==> config.mk <==
export PLATFORM = sky130hd
export DESIGN_NAME = pps_discipline_flat
export DESIGN_NICKNAME = d
export VERILOG_FILES = /design/src/rtl/pps_discipline_if.sv /design/src/rtl/pps_discipline.sv /design/src/flat_wrapper.sv
export SDC_FILE = /design/constraint.sdc
export NUM_CORES = 1
export LEC_CHECK = 0
export CAP_MARGIN = 10
export CORE_ASPECT_RATIO = 0.8
export CORE_UTILIZATION = 55
export CTS_CLUSTER_SIZE = 20
export DETAILED_ROUTE_END_ITERATION = 8
export PLACE_DENSITY = 0.77
export SKIP_CTS_REPAIR_TIMING = 1
export SLEW_MARGIN = 20
export SYNTH_ARGS = -nofsm -noshare
export SYNTH_HDL_FRONTEND = slang
export SYNTH_SLANG_ARGS = --single-unit
==> constraint.sdc <==
create_clock -name clk -period 5.17 [get_ports clk]
set_input_delay 0.7755 -clock clk [delete_from_list [all_inputs] [get_ports clk]]
set_output_delay 0.7755 -clock clk [all_outputs]
set_load 0.1 [all_outputs]
==> src/rtl/pps_discipline_if.sv <==
// PPS discipline bundle: raw PPS input plus the disciplined tick, period and status flags.
//   pps_in   : raw GPS PPS, asynchronous to the block clock
//   tick     : one-cycle seconds pulse
//   period   : last accepted PPS period in cycles
//   locked   : tick is phase-locked to PPS
//   holdover : tick is free-running from the last accepted period
//   pps_err  : one-cycle pulse for an out-of-window PPS edge
interface pps_discipline_if #(
    parameter int unsigned WIDTH = 28
);
    logic             pps_in;
    logic             tick;
    logic [WIDTH-1:0] period;
    logic             locked;
    logic             holdover;
    logic             pps_err;

    // Time source side (GPS receiver / consumer of the seconds tick)
    modport master (
        output pps_in,
        input  tick,
        input  period,
        input  locked,
        input  holdover,
        input  pps_err
    );

    // Discipline block side
    modport slave (
        input  pps_in,
        output tick,
        output period,
        output locked,
        output holdover,
        output pps_err
    );
endinterface

==> src/rtl/pps_discipline.sv <==
// Disciplines the local 1 Hz tick to GPS PPS.
// Ports:
//   clk   : system clock, rising edge
//   reset : asynchronous active-low reset
//   bus   : pps_discipline_if.slave (pps_in in; tick, period, locked, holdover, pps_err out)
// The PPS input is double-synchronised and edge-detected; every action taken on a
// PPS edge is registered, so outputs move two clocks after the edge is first sampled.
module pps_discipline #(
    parameter int unsigned WIDTH        = 28,
    parameter int unsigned NOMINAL      = 50_000_000,
    parameter int unsigned TOL          = 5000,
    parameter int unsigned HOLDOVER_MAX = 3
) (
    input  logic                   clk,
    input  logic                   reset,
    pps_discipline_if.slave        bus
);

    localparam int unsigned MISS_W = (HOLDOVER_MAX < 2) ? 1 : $clog2(HOLDOVER_MAX + 1);

    localparam logic [WIDTH-1:0]  NOM_W     = WIDTH'(NOMINAL);
    localparam logic [WIDTH-1:0]  WIN_LO    = WIDTH'(NOMINAL - TOL);
    localparam logic [WIDTH-1:0]  WIN_HI    = WIDTH'(NOMINAL + TOL);
    localparam logic [WIDTH-1:0]  ACQ_LIMIT = WIDTH'(NOMINAL + TOL + 1);
    localparam logic [WIDTH:0]    HOLD_ADD  = (WIDTH+1)'(TOL + 1);
    localparam logic [MISS_W-1:0] MISS_MAX  = MISS_W'(HOLDOVER_MAX);

    typedef enum logic [1:0] {
        ST_UNLOCKED,
        ST_ACQUIRE,
        ST_LOCKED,
        ST_HOLDOVER
    } state_e;

    state_e            state_q,    state_d;
    logic [WIDTH-1:0]  pcnt_q,     pcnt_d;
    logic [WIDTH-1:0]  div_q,      div_d;
    logic [WIDTH-1:0]  period_q,   period_d;
    logic [MISS_W-1:0] miss_q,     miss_d;
    logic              tick_q,     tick_d;
    logic              pps_err_q,  pps_err_d;
    logic              locked_q,   locked_d;
    logic              holdover_q, holdover_d;

    logic [2:0]        sync_q;
    logic              pps_edge_c;
    logic              meas_ok_c;
    logic              div_tick_c;
    logic              hold_timeout_c;
    logic [WIDTH-1:0]  div_range_c;
    logic [MISS_W-1:0] miss_inc_c;

    // Two synchroniser flops plus one history flop for rising-edge detection
    always_ff @(posedge clk or negedge reset) begin
        if (!reset) begin
            sync_q <= '0;
        end else begin
            sync_q <= {sync_q[1:0], bus.pps_in};
        end
    end

    assign pps_edge_c = sync_q[1] & ~sync_q[2];

    // Measurement is the running count at the edge; window check is inclusive
    assign meas_ok_c      = (pcnt_q >= WIN_LO) && (pcnt_q <= WIN_HI);
    assign hold_timeout_c = ({1'b0, pcnt_q} == ({1'b0, period_q} + HOLD_ADD));

    // Divider range follows the held period only in holdover; >= keeps it safe
    // when the range shrinks while the divider is already past the new end
    assign div_range_c = (state_q == ST_HOLDOVER) ? period_q : NOM_W;
    assign div_tick_c  = (div_q >= (div_range_c - WIDTH'(1)));
    assign miss_inc_c  = miss_q + MISS_W'(1);

    // State and registered outputs
    always_ff @(posedge clk or negedge reset) begin
        if (!reset) begin
            state_q    <= ST_UNLOCKED;
            pcnt_q     <= '0;
            div_q      <= '0;
            period_q   <= NOM_W;
            miss_q     <= '0;
            tick_q     <= 1'b0;
            pps_err_q  <= 1'b0;
            locked_q   <= 1'b0;
            holdover_q <= 1'b0;
        end else begin
            state_q    <= state_d;
            pcnt_q     <= pcnt_d;
            div_q      <= div_d;
            period_q   <= period_d;
            miss_q     <= miss_d;
            tick_q     <= tick_d;
            pps_err_q  <= pps_err_d;
            locked_q   <= locked_d;
            holdover_q <= holdover_d;
        end
    end

    // Next-state and output decode
    always_comb begin
        state_d   = state_q;
        period_d  = period_q;
        miss_d    = miss_q;
        tick_d    = 1'b0;
        pps_err_d = 1'b0;

        // Period counter restarts at 1 on each edge so edges N apart measure N
        if (pps_edge_c) begin
            pcnt_d = WIDTH'(1);
        end else if (pcnt_q != '1) begin
            pcnt_d = pcnt_q + WIDTH'(1);
        end else begin
            pcnt_d = pcnt_q;
        end

        div_d = div_tick_c ? '0 : (div_q + WIDTH'(1));

        unique case (state_q)
            ST_UNLOCKED: begin
                tick_d = div_tick_c;
                if (pps_edge_c) begin
                    state_d = ST_ACQUIRE;
                end
            end

            ST_ACQUIRE: begin
                tick_d = div_tick_c;
                if (pps_edge_c) begin
                    if (meas_ok_c) begin
                        period_d = pcnt_q;
                        tick_d   = 1'b1;
                        div_d    = '0;
                        state_d  = ST_LOCKED;
                    end else begin
                        pps_err_d = 1'b1;
                    end
                end else if (pcnt_q == ACQ_LIMIT) begin
                    state_d = ST_UNLOCKED;
                end
            end

            ST_LOCKED: begin
                div_d = '0;
                if (pps_edge_c) begin
                    if (meas_ok_c) begin
                        period_d = pcnt_q;
                        tick_d   = 1'b1;
                    end else begin
                        pps_err_d = 1'b1;
                        state_d   = ST_ACQUIRE;
                    end
                end else if (hold_timeout_c) begin
                    // Missing edge: substitute a tick now and free-run from here
                    tick_d  = 1'b1;
                    miss_d  = MISS_W'(1);
                    state_d = ST_HOLDOVER;
                end
            end

            ST_HOLDOVER: begin
                tick_d = div_tick_c;
                if (pps_edge_c) begin
                    state_d = ST_ACQUIRE;
                end else if (div_tick_c) begin
                    miss_d = miss_inc_c;
                    if (miss_inc_c == MISS_MAX) begin
                        state_d = ST_UNLOCKED;
                    end
                end
            end

            default: begin
                state_d = ST_UNLOCKED;
            end
        endcase

        locked_d   = (state_d == ST_LOCKED);
        holdover_d = (state_d == ST_HOLDOVER);
    end

    assign bus.tick     = tick_q;
    assign bus.period   = period_q;
    assign bus.locked   = locked_q;
    assign bus.holdover = holdover_q;
    assign bus.pps_err  = pps_err_q;

endmodule

==> src/flat_wrapper.sv <==
// flat-port wrapper written by rule: the top's interface ports become plain ports
module pps_discipline_flat 
#(
    parameter int unsigned WIDTH        = 28,
    parameter int unsigned NOMINAL      = 50_000_000,
    parameter int unsigned TOL          = 5000,
    parameter int unsigned HOLDOVER_MAX = 3
)
  (clk, reset, bus_pps_in, bus_tick, bus_period, bus_locked, bus_holdover, bus_pps_err);
  pps_discipline_if #(.WIDTH(WIDTH)) bus_i ();
  input  logic clk;
  input  logic reset;
  input wire logic [$bits(bus_i.pps_in)-1:0] bus_pps_in;
  output wire logic [$bits(bus_i.tick)-1:0] bus_tick;
  output wire logic [$bits(bus_i.period)-1:0] bus_period;
  output wire logic [$bits(bus_i.locked)-1:0] bus_locked;
  output wire logic [$bits(bus_i.holdover)-1:0] bus_holdover;
  output wire logic [$bits(bus_i.pps_err)-1:0] bus_pps_err;
  assign bus_i.pps_in = bus_pps_in;
  assign bus_tick = bus_i.tick;
  assign bus_period = bus_i.period;
  assign bus_locked = bus_i.locked;
  assign bus_holdover = bus_i.holdover;
  assign bus_pps_err = bus_i.pps_err;
  pps_discipline #(.WIDTH(WIDTH), .NOMINAL(NOMINAL), .TOL(TOL), .HOLDOVER_MAX(HOLDOVER_MAX)) u_core (.clk(clk), .reset(reset), .bus(bus_i));
endmodule
==> results.cfg <==
[floorplan]
ioPinCount = 35
die_h_microns = 101
die_area_sq_um = 12700
initial_core_util_pct = 57.4
placementRows = 35
core-area_sq_um = 11700
dieWidth_microns = 126

[yosys]
synth_common_cells = nor2_1 (93), dfrtp_1 (83), nand2_1 (66)
synth-seq-cells = 95
synthArstFlopShare_pct = 100
synth_largest_area_cell = dfrtp_1
yosysSeqAreaShare_pct = 35.5
syn_area_sq_um = 6730
synth_xor_area_share_pct = 12.7
syn-num-nets = 807
synthCells = 766
post-synth-top-count-cell = nor2_1
yosys.area_share.simple_pct = 25.4
synth_top_area_share_pct = 30.8
yosys-mux-area-fraction_pct = 3.31
yosys_warnings = 0
synth_area_leaders = dfrtp_1 (31%), xor2_1 (7.5%), ha_1 (7.1%)
ys_types = 63
synth_top_family_by_area = simple AND/OR/NAND/NOR gates
synth_edf_count = 0
syn_area_per_cell_sq_um = 8.79
synth_compound_area_share_pct = 11.8
yosys.area_share.adder_pct = 7.06
ys.flop_type = dfrtp_1

[run_status]
status = complete, but fails checks
violations = setup timing

[setup_path]
endpoint_kind = flop
r2r_cells = 19
setup.worst_path.start_class = flop
path_max_fanout = 4
crit_type = reg2reg
required_ns = 5.44
arrival_ns = 5.50

[final_layout]
nets = 828
syn_to_final_growth_pct = 17.2
layout-drive-gt1-share_pct = 17.3
design_area_sq_um = 7890
antenna_cells = 0
fillCellCount = 935

[route]
drt_pass1_iterations = 5
routedLengthMet1_microns = 8180
via_count = 5941
drcViolationCount = 0
via_per_inst = 6.32
finalWirelength_microns = 17500
antenna_left = 0
drt_iter0_drc = 479
met2WireLength_microns = 8070
met3_length_microns = 910
dr.max_layer_used = met4
drt-wirelength-per-cell_microns = 18.6

[placement]
gp_congestion = 0.946
port_buffers = 34
placed_area_sq_um = 7230
dp_hpwl_microns = 12200

[timing]
maxSlewHeadroom_pct = 34.7
min_period_ns = 5.22
min_period_over_period_pct = 101
max_freq_mhz = 191
final.setup.tns_ns = -0.112
fin_worst_skew_ns = 0.00918
setup_viol = 3
worst_pin_slew_ns = 0.976
holdWs_ns = 0.353
finalHoldViolations = 0
fin_ws_ns = -0.0542
rsz0062_at_grt = yes
slew_viol_final = 0

[power]
internal_power_w = 0.00133
combPwrFrac_pct = 22.8
leakage_nw = 3.43
p_clk_share_pct = 34.5
seq_power_share_pct = 42.7
irDropWorstVdd_v = 0.000167
p_sw_share_pct = 32.5
netSwitchingPower_w = 0.000641
total_power_w = 0.00197
power_density_nw_per_um2 = 250

[clocking]
clk_root_buffer_cell = clkbuf_16
cts_sinks = 95
clk_pin_slew_ns = 0.07
cts_max_level = 3
cts_tree = yes
cts_made_buffers = 9
clk_latency_ns = 0.35
clock_path_buffers = 2

[hold_path]
hold_path_class = reg2reg
holdPathStages = 0

[grt]
grt_max_degree = 56
grt-ovfl-total = 0
antenna_found_initial = 0
grt_usage_pct = 27.8
grt_pass1_vias = 5664
grt_pass1_wl_microns = 28000

[flow_run]
cap_viol_max_count = 0
## critical path, cell delays in order (launching register included)
cell	delay, ns
dfrtp_2	0.41
or4_4	0.53
or3_4	0.35
or3_4	0.34
or4_4	0.42
or3_4	0.35
or4b_4	0.54
nor3_4	0.16
xor2_1	0.16
nand2_1	0.11
ha_4	0.29
nand4_1	0.15
nor3_2	0.22
o2111ai_2	0.14
o211ai_1	0.13
a211oi_2	0.11
inv_2	0.10
a31oi_4	0.09
a221oi_2	0.34
a21boi_2	0.21
## placed cells by master (no fill, tap or decap), types with 15 or more instances in the layout
cell	count
nand3_1	32
clkdlybuf4s50_1	33
xnor2_1	40
nor2_1	68
buf_4	23
and2_1	15
o21ai_0	26
nand2_1	64
nand4_1	22
xor2_1	58
a21oi_1	16
nor2_4	22
mux2_2	18
ha_1	37
inv_1	15
and3_1	23
dfrtp_1	79
## stage by stage
step | worst slack, ns | instances | utilization, %
finish | -0.0542 | 940 | 67.2
global route | -0.251 | 940 | 67.2
CTS | -0.302 | 934 | 64.1
detailed placement | -0.295 | 918 | 61.6
global placement | -0.0637 | 918 | 61.6
floorplan | -0.337 | 766 | -
## metal layers
metal	up-vias	GRT usage (%)
li1	2740	-
met1	2936	37.2
met2	230	45.7
met3	35	4.83
met4	0	9.66
met5	-	0
## layout make-up
| cell class | count | area [sq um] | area share (%) |
|---|---|---|---|
| clock buffer | 9 | 225 | 2.85 |
| clock inverter | 7 | 72.6 | 0.920 |
| inverter | 16 | 60.1 | 0.761 |
| multi-input combinational | 605 | 4360 | 55.3 |
| sequential | 95 | 2400 | 30.4 |
| tap | 148 | 185 | 2.35 |
| timing repair buffer | 60 | 588 | 7.45 |
## power by group through the flow
stage	sequential, W	combinational (W)	clock [W]
floorplan	0.000829	0.000198	0
global route	0.000849	0.000480	0.000721
CTS	0.000839	0.000289	0.000689
detailed placement	0.000852	0.000287	0
finish	0.000842	0.000450	0.000680
global placement	0.000848	0.000275	0
## final timing paths
kind,from,endpoint,slack [ns]
worst min register to register,u_core.sync_q[0],u_core.sync_q[1],0.35
worst max-delay path,u_core.bus.period[0],u_core.bus.locked,-0.05
min in group asynchronous,reset,u_core.div_q[20],0.49
worst max register to register,u_core.bus.period[0],u_core.bus.locked,-0.05
max in group asynchronous,reset,u_core.bus.period[25],3.65
worst min-delay path,u_core.sync_q[0],u_core.sync_q[1],0.35
## state kept, by name, summed over array words and instances (netlist names)
| signal | count |
|---|---|
| u_core.bus.period | 28 |
| u_core.bus.holdover | 1 |
| u_core.sync_q | 3 |
| u_core.bus.tick | 1 |
| u_core.bus.locked | 1 |
| u_core.state_q | 2 |
| u_core.miss_q | 2 |
| u_core.pcnt_q | 28 |
| u_core.bus.pps_err | 1 |
| u_core.div_q | 28 |
## cells by family (layout without fill, tap and decap cells)
| group | count (synthesis) | count (layout) |
|---|---|---|
| simple gates | 331 | 331 |
| fa+ha+maj | 38 | 38 |
| mux | 20 | 20 |
| xor+xnor | 98 | 98 |
| compound gates | 118 | 118 |
| flops | 95 | 95 |
| buf+inv | 66 | 92 |
Note: power is estimated with default switching activity, not from simulation.
